**src/rtl/regbus_pkg.sv**
```systemverilog
// Shared types and default widths for the register-bus sequencer.
package regbus_pkg;

  typedef enum logic [1:0] {
    IDLE    = 2'd0,
    ACCESS  = 2'd1,
    RECOVER = 2'd2
  } state_t;

  localparam int unsigned BE_W       = 4;
  localparam int unsigned DEF_ADDR_W = 24;
  localparam int unsigned DEF_DATA_W = 32;

endpackage

```
**src/rtl/rr_arbiter.sv**
```systemverilog
// Round-robin pick: first active request strictly after ptr, wrapping; purely combinational.
module rr_arbiter #(
  parameter  int unsigned NUM_REQ = 2,
  localparam int unsigned IDX_W   = $clog2(NUM_REQ)
) (
  input  logic [NUM_REQ-1:0] req,
  input  logic [IDX_W-1:0]   ptr,
  output logic [NUM_REQ-1:0] grant_c,
  output logic [IDX_W-1:0]   idx_c
);

  logic             found;
  logic [IDX_W-1:0] cand;

  always_comb begin
    grant_c = '0;
    idx_c   = '0;
    found   = 1'b0;
    cand    = '0;
    for (int unsigned k = 1; k <= NUM_REQ; k++) begin
      cand = IDX_W'((32'(ptr) + k) % NUM_REQ);
      if (!found && req[cand]) begin
        found          = 1'b1;
        grant_c[cand]  = 1'b1;
        idx_c          = cand;
      end
    end
  end

endmodule

```
**src/rtl/regbus_sequencer.sv**
```systemverilog
// Arbitrates requesters onto the shared register-file bus, sequencing select/strobe
// windows with a recovery gap and returning a one-cycle done pulse per access.
module regbus_sequencer
  import regbus_pkg::*;
#(
  parameter int unsigned NUM_REQ = 2,
  parameter int unsigned ADDR_W  = DEF_ADDR_W,
  parameter int unsigned DATA_W  = DEF_DATA_W,
  parameter int unsigned STB_CYC = 2,
  parameter int unsigned GAP_CYC = 1
) (
  input  logic                      clk,
  input  logic                      rst,
  input  logic [NUM_REQ-1:0]        req,
  input  logic [NUM_REQ-1:0]        we,
  input  logic [NUM_REQ*ADDR_W-1:0] addr,
  input  logic [NUM_REQ*DATA_W-1:0] wdata,
  input  logic [NUM_REQ*BE_W-1:0]   be,
  output logic [NUM_REQ-1:0]        done,
  output logic [DATA_W-1:0]         rdata,
  output logic                      busy,
  output logic [ADDR_W-1:0]         bus_addr,
  output logic [DATA_W-1:0]         bus_wdata,
  output logic [BE_W-1:0]           bus_be,
  output logic                      bus_as,
  output logic                      bus_rs_n,
  output logic                      bus_ws_n,
  input  logic [DATA_W-1:0]         bus_rdata
);

  localparam int unsigned IDX_W   = $clog2(NUM_REQ);
  localparam int unsigned CNT_MAX = (STB_CYC > GAP_CYC) ? STB_CYC : GAP_CYC;
  localparam int unsigned CNT_W   = $clog2(CNT_MAX);

  state_t               state, state_d;
  logic [CNT_W-1:0]     cnt, cnt_d;
  logic [IDX_W-1:0]     ptr;
  logic [NUM_REQ-1:0]   cur_grant;
  logic                 cur_we;

  logic [NUM_REQ-1:0]   grant_c;
  logic [IDX_W-1:0]     idx_c;
  logic                 sel_we;
  logic [ADDR_W-1:0]    sel_addr;
  logic [DATA_W-1:0]    sel_wdata;
  logic [BE_W-1:0]      sel_be;

  logic                 grant_en, capture;
  logic                 as_d, rs_n_d, ws_n_d, busy_d;
  logic [NUM_REQ-1:0]   done_d;

  rr_arbiter #(.NUM_REQ(NUM_REQ)) u_arb (
    .req     (req),
    .ptr     (ptr),
    .grant_c (grant_c),
    .idx_c   (idx_c)
  );

  assign sel_we    = we[idx_c];
  assign sel_addr  = addr[32'(idx_c) * ADDR_W +: ADDR_W];
  assign sel_wdata = wdata[32'(idx_c) * DATA_W +: DATA_W];
  assign sel_be    = be[32'(idx_c) * BE_W +: BE_W];

  // One counter times both the strobe window and the recovery gap.
  always_comb begin
    state_d  = state;
    cnt_d    = cnt;
    grant_en = 1'b0;
    capture  = 1'b0;
    as_d     = bus_as;
    rs_n_d   = bus_rs_n;
    ws_n_d   = bus_ws_n;
    busy_d   = busy;
    done_d   = '0;
    unique case (state)
      IDLE: begin
        if (|req) begin
          state_d  = ACCESS;
          cnt_d    = '0;
          grant_en = 1'b1;
          as_d     = 1'b1;
          rs_n_d   = sel_we;
          ws_n_d   = !sel_we;
          busy_d   = 1'b1;
        end
      end
      ACCESS: begin
        if (cnt == CNT_W'(STB_CYC - 1)) begin
          state_d = RECOVER;
          cnt_d   = '0;
          capture = !cur_we;
          as_d    = 1'b0;
          rs_n_d  = 1'b1;
          ws_n_d  = 1'b1;
          done_d  = cur_grant;
        end else begin
          cnt_d = cnt + CNT_W'(1);
        end
      end
      RECOVER: begin
        if (cnt == CNT_W'(GAP_CYC - 1)) begin
          state_d = IDLE;
          cnt_d   = '0;
          busy_d  = 1'b0;
        end else begin
          cnt_d = cnt + CNT_W'(1);
        end
      end
      default: state_d = IDLE;
    endcase
  end

  always_ff @(posedge clk or posedge rst) begin
    if (rst) begin
      state <= IDLE;
      cnt   <= '0;
    end else begin
      state <= state_d;
      cnt   <= cnt_d;
    end
  end

  // Payload latched only at grant so requester changes mid-access are ignored.
  always_ff @(posedge clk or posedge rst) begin
    if (rst) begin
      ptr       <= IDX_W'(NUM_REQ - 1);
      cur_grant <= '0;
      cur_we    <= 1'b0;
      bus_addr  <= '0;
      bus_wdata <= '0;
      bus_be    <= '0;
      bus_as    <= 1'b0;
      bus_rs_n  <= 1'b1;
      bus_ws_n  <= 1'b1;
      busy      <= 1'b0;
      done      <= '0;
      rdata     <= '0;
    end else begin
      bus_as   <= as_d;
      bus_rs_n <= rs_n_d;
      bus_ws_n <= ws_n_d;
      busy     <= busy_d;
      done     <= done_d;
      if (grant_en) begin
        ptr       <= idx_c;
        cur_grant <= grant_c;
        cur_we    <= sel_we;
        bus_addr  <= sel_addr;
        bus_wdata <= sel_wdata;
        bus_be    <= sel_be;
      end
      if (capture) rdata <= bus_rdata;
    end
  end

endmodule

```
**config.mk**
```make
export PLATFORM = sky130hd
export DESIGN_NAME = regbus_sequencer
export DESIGN_NICKNAME = d
export VERILOG_FILES = /design/src/rtl/regbus_pkg.sv /design/src/rtl/rr_arbiter.sv /design/src/rtl/regbus_sequencer.sv
export SDC_FILE = /design/constraint.sdc
export NUM_CORES = 1
export LEC_CHECK = 0
export BUFFER_PORTS_ARGS = -buffer_cell sky130_fd_sc_hd__buf_2
export CORE_ASPECT_RATIO = 1.5
export CORE_MARGIN = 4
export CORE_UTILIZATION = 48
export CTS_BUF_LIST = sky130_fd_sc_hd__clkbuf_16
export CTS_CLUSTER_DIAMETER = 40
export DETAILED_ROUTE_END_ITERATION = 12
export GPL_TIMING_DRIVEN = 0
export PLACE_DENSITY = 0.94
export SLEW_MARGIN = 20
export SYNTH_ARGS = -nofsm -noshare
export SYNTH_HDL_FRONTEND = slang
export SYNTH_HIERARCHICAL = 1
export SYNTH_SLANG_ARGS = --single-unit
export TNS_END_PERCENT = 50
```
**constraint.sdc**
```tcl
create_clock -name clk -period 6.2 [get_ports clk]
set_input_delay 0.62 -clock clk [delete_from_list [all_inputs] [get_ports clk]]
set_output_delay 0.62 -clock clk [all_outputs]
set_load 0.005 [all_outputs]
```
After elaboration in Yosys (flattened, before gate mapping):

Cells that the tools add are included.
Widths: inputs -> output; s select.

* register bits: 105
* input port bits: 158

* $add $sub $neg: 3
* $mul: 1
* $lt $le $gt $ge: 5
* equal/unequal tests: 5
* shift-type cells: 3
* mux-type cells: 39
* bitwise operators: 1
* reductions and logical operators: 15

Operator list (number)
* $shiftx 64x7->32: 1
* $shiftx 48x7->24: 1
* $mux 1: 24
* $mux 2: 7
* $reduce_and 3->1: 3
* $pmux 1 s2: 4
* $shiftx 8x4->4: 1
* $lt 1x2->1 const B: 3
* $ne 2x2->1 const B: 3
* $pmux 2 s3: 1
* $reduce_bool 2->1: 2
* $add 1x1->1 const B: 3
* $logic_and 1x1->1: 3
* $logic_not 1->1: 3
* $mul 1x2->3 const B: 1
* $pmux 1 s3: 1
* $reduce_bool 3->1: 1
* $demux 1 s1: 2
* $eq 2x1->1 const B: 1
* $eq 2x2->1 const B: 1
* $ge 1x1->1 const B: 2
* $logic_not 2->1: 1
* $or 2x2->2: 1
* $reduce_and 2->1: 1
* $reduce_or 2->1: 1

Longest topological paths before layout:

* depth after elaboration: 12
* gate-level depth with buffers: 5
* mapped depth without buffers: 4

Hierarchy:

Netlist, hierarchy kept.

Modules (own cells, without submodules)
* regbus_sequencer: instances 1, cells an instance 309, area each 4708.3 µm², seq. area each 2631.3 µm²
* rr_arbiter: instances 1, cells an instance 4, area each 26.3 µm², seq. area each 0.0 µm²

Least setup slack after synthesis:

Ideal clock, no wire load.

* path type: input port to flip-flop
* start point: input req[1]
* end point: register bus_addr[13]
* library setup time: 0.127 ns
* arrival time: 1.848 ns
* required time: 6.073 ns
* slack: 4.224 ns
* stages: 5
* buffers on the path: 2
* cells stage by stage: a21boi_0 > clkbuf_1 > buf_2 > mux2_2 > mux2_1

* word-level cells in the longest chain between the ends: 8

RTL lines
* start: declaration: line regbus_sequencer.sv:14 `input logic [NUM_REQ-1:0] req,`
* $mux 1 (implied by the code) (2 in a row): line rr_arbiter.sv:22 `if (!found && req[cand]) begin`
* $mux 1: line rr_arbiter.sv:22
* $logic_not 1->1: line rr_arbiter.sv:22
* $logic_and 1x1->1: line rr_arbiter.sv:22
* $mux 1: line rr_arbiter.sv:22
* $mul 1x2->3: line regbus_sequencer.sv:60 `assign sel_addr = addr[32'(idx_c) * ADDR_W +: ADDR_W];`
* $shiftx 48x7->24: line regbus_sequencer.sv:60
* end signal: assignment: line regbus_sequencer.sv:148 `bus_addr <= sel_addr;`
* end: declaration: line regbus_sequencer.sv:22 `output logic [ADDR_W-1:0] bus_addr,`

Several ways; a longest one is shown, not always the timed one. The select of a mux whose other input is x is not followed.
A chain may end at the register's enable or synchronous reset.

Worst setup path after layout:

* start point: input req[1]
* end point: register bus_wdata[5]

* word-level cells in the longest chain between the ends: 7

RTL lines
* $mux 1 (implied by the code) (2 in a row): line rr_arbiter.sv:22
* $mux 1: line rr_arbiter.sv:22
* $logic_not 1->1: line rr_arbiter.sv:22
* $logic_and 1x1->1: line rr_arbiter.sv:22
* $mux 1 (*): line rr_arbiter.sv:22
* named net idx_c: line regbus_sequencer.sv:42 `logic [IDX_W-1:0] idx_c;`
* $shiftx 64x7->32 (*): line regbus_sequencer.sv:61 `assign sel_wdata = wdata[32'(idx_c) * DATA_W +: DATA_W];`
* end signal: assignment: line regbus_sequencer.sv:149 `bus_wdata <= sel_wdata;`
* end: declaration: line regbus_sequencer.sv:23 `output logic [DATA_W-1:0] bus_wdata,`

The timed path passes the listed nets; every way through them passes the cells marked *. The select of a mux whose other input is x is not followed.

==> results.cfg <==
[clocking]
cts_buffers = 9
cts_tree = yes
clock_path_buffers = 2
clk_pin_slew_worst_paths_ns = 0.07
cts_sinks = 105
hold_buffers = 0
cts_resized = 0
root_buffer = clkbuf_16
htree_levels = 3
insertion_delay_ns = 0.33
post_cts_buffers = 0

[routing]
dr.pass1.iters = 4
drc = 0
route.vias.total = 3518
ant_nets = 0
viasPerCell = 5.03
drt-initial-drc-count = 57
routedWlPerCell_um = 16.6
wirelength_mm = 11.6

[cells_and_area]
antenna_cells = 0
finalNetCount = 738
layout-drive-gt1-share_pct = 75.7
fill_cells = 741
area_delta_synth_final_pct = 36.3

[synth]
synthCells = 313
ys_seq_elements = 105
async_reset_ff_share_pct = 100
synth-main-ff-cell = dfrtp_1
synth.top_cells.by_count = 150 x mux2_2, 102 x dfrtp_1, 7 x buf_2, 7 x buf_6, 6 x mux2_1
synth_top_area_share_pct = 53.9
synth_edf_count = 0
ys_seq_area_share_pct = 55.6
synth_warnings = 6
syn_nets = 471
netlist_area_um2 = 4730
post-synth-top-count-cell = mux2_2
synth.avg_cell_area_um2 = 15.1
yosysTopAreaCell = dfrtp_1
synth.distinct_cells = 27
synth_area_leaders = dfrtp_1 54%, mux2_2 36%, dfstp_2 1.7%

[worst_setup_path]
critPathKind = primary input to flop
cp_max_fo = 10
cpPeakStageDelay_ns = 0.51
start_kind = primary input
required_ns = 6.41
slowest_stage = clkbuf_1
crit_family = buffers and inverters
cp_common_cell = buf_2
cp_num_buf_inv = 3
cp.arrival_ns = 2.46
crit_chain = buf_2 -> a21boi_0 -> clkbuf_1 -> buf_2 -> mux2_2 -> mux2_1
crit_path_end_kind = flop

[global_routing]
antenna_found_initial = 0
grt_pass1_vias = 3585
grt_pass1_wl_mm = 17.1
grt-ovfl-total = 0
grt_max_degree = 57
track_usage_pct = 19.4

[timing]
slew_violations = 0
min_period_ns = 2.24
clock_skew_ns = 0.0113
setup_tns_ns = 0
fmax_ghz = 0.446
setup_violations = 0
finalHoldViolCount = 0
max_slew_margin_pct = 57.7
rsz0062_at_grt = no
finalCritPeriodShare_pct = 36.2
worst_pin_slew_ns = 0.634

[die]
die_height_um = 130
start_util_pct = 49.1
coreArea_um2 = 9630
rows = 44
design.die.area_um2 = 11500
die_w_um = 89.1
io_pins = 256

[pwr]
ir_worst_vdd_v = 0.000285
pwr_density_cell_nw_per_um2 = 460
fin_total_pwr_mw = 2.97
p_sw_mw = 0.917
p_leak_nw = 3.17
p_seq_share_pct = 40.9
intPower_mw = 2.05
swShare_pct = 30.9
power_frac_comb_pct = 42.0
clkPwrFrac_pct = 17.1

[job]
drv_cap = 0

[placed_design]
port_buffers = 255
dp_hpwl_mm = 9.30
place.gp.congestion = 0.758

[status]
status = completed

[worst_hold_path]
holdCritPathClass = primary input to async pin
## sequential cells by signal, summed over array words and instances, names as in the netlist
register and cells:
cur_we 1, done 2, busy 1, bus_wdata 32
state 2, cnt 1, rdata 32, bus_addr 24
ptr 1, bus_rs_n 1, bus_be 4, bus_as 1
cur_grant 2, bus_ws_n 1
## cells in the final DEF, fill, tap and decap left out, drive strengths merged, types with 2 or more instances in the layout
master	Yosys	routed
clkinv	0	4
a21boi	3	3
a21oi	4	4
mux2	156	156
nand2	2	2
o21ai	3	3
clkinvlp	0	2
buf	17	273
dfstp	3	3
dfrtp	102	102
clkbuf	1	10
nand2b	2	2
inv	4	5
and2	2	2
nor2	5	5
## worst reg2reg max path, stage by stage (launching register included)
cell and delay, ns:
dfstp_2 0.38, a21boi_0 0.16, clkbuf_1 0.51, buf_2 0.37, mux2_2 0.36, mux2_1 0.28
## power by group through the flow
stage | clock, mW | combinational [mW] | sequential [mW]
final | 0.508 | 1.25 | 1.22
after global routing | 0.551 | 1.36 | 1.26
after CTS | 0.521 | 1.27 | 1.22
after detailed placement | 0 | 1.27 | 1.23
after global placement | 0 | 1.22 | 1.20
after floorplan | 0 | 0.708 | 1.24
## worst paths after layout
| kind | from | endpoint | slack [ns] | depth (start not counted) |
|---|---|---|---|---|
| worst max-delay path | req[1] | bus_wdata[5]$_DFFE_PP0P_ | 3.96 | 6 |
| worst min-delay path | rst | rdata[18]$_DFFE_PP0P_ | 0.34 | 2 |
| worst max register to register | ptr$_DFFE_PP1P_ | bus_wdata[5]$_DFFE_PP0P_ | 4.01 | 5 |
| worst min register to register | cur_grant[1]$_DFFE_PP0P_ | done[1]$_DFF_PP0_ | 0.47 | 1 |
| max in group asynchronous | rst | bus_rs_n$_DFFE_PP1P_ | 5.18 | 3 |
| min in group clk | cur_grant[1]$_DFFE_PP0P_ | done[1]$_DFF_PP0_ | 0.47 | 1 |
## routing by layer
metal	wire length (um)	GRT usage, %	up-vias
li1	-	-	1649
met1	3960	20.9	1696
met2	6420	36.2	157
met3	1030	4.58	16
met4	204	6.40	0
met5	0	0	-
## stage by stage
stage	worst slack (ns)	util, %	instances	area, um2	hold WS [ns]
after global routing	3.87	67.0	700	6450	0.377
after CTS	3.97	67.0	700	6450	0.345
final	3.96	67.0	700	6450	0.338
after detailed placement	3.60	64.2	684	6190	0.467
after floorplan	2.82	-	313	4730	0.446
after global placement	1.87	63.9	683	6150	0.461
## final cells by class
class,instances,area [um2],share of cell area [%]
Inverter,4,20.0,0.310
Multi-Input combinational cell,186,1950,30.2
Clock buffer,9,225,3.49
Buffer,18,140,2.17
Timing Repair Buffer,256,1300,20.2
Clock inverter,7,40.0,0.621
Sequential cell,105,2630,40.8
Tap cell,115,144,2.23
## cells by family (layout without fill, tap and decap cells)
family,count (synthesis),after routing,share of synthesized area [%]
and+or+nand+nor,18,18,2.48
AOI/OAI and AO/OA,12,12,1.56
muxes,156,156,37.1
DFF,105,105,55.6
buffers and inverters,22,294,3.28
No activity file was read; power rests on OpenSTA's default activity.
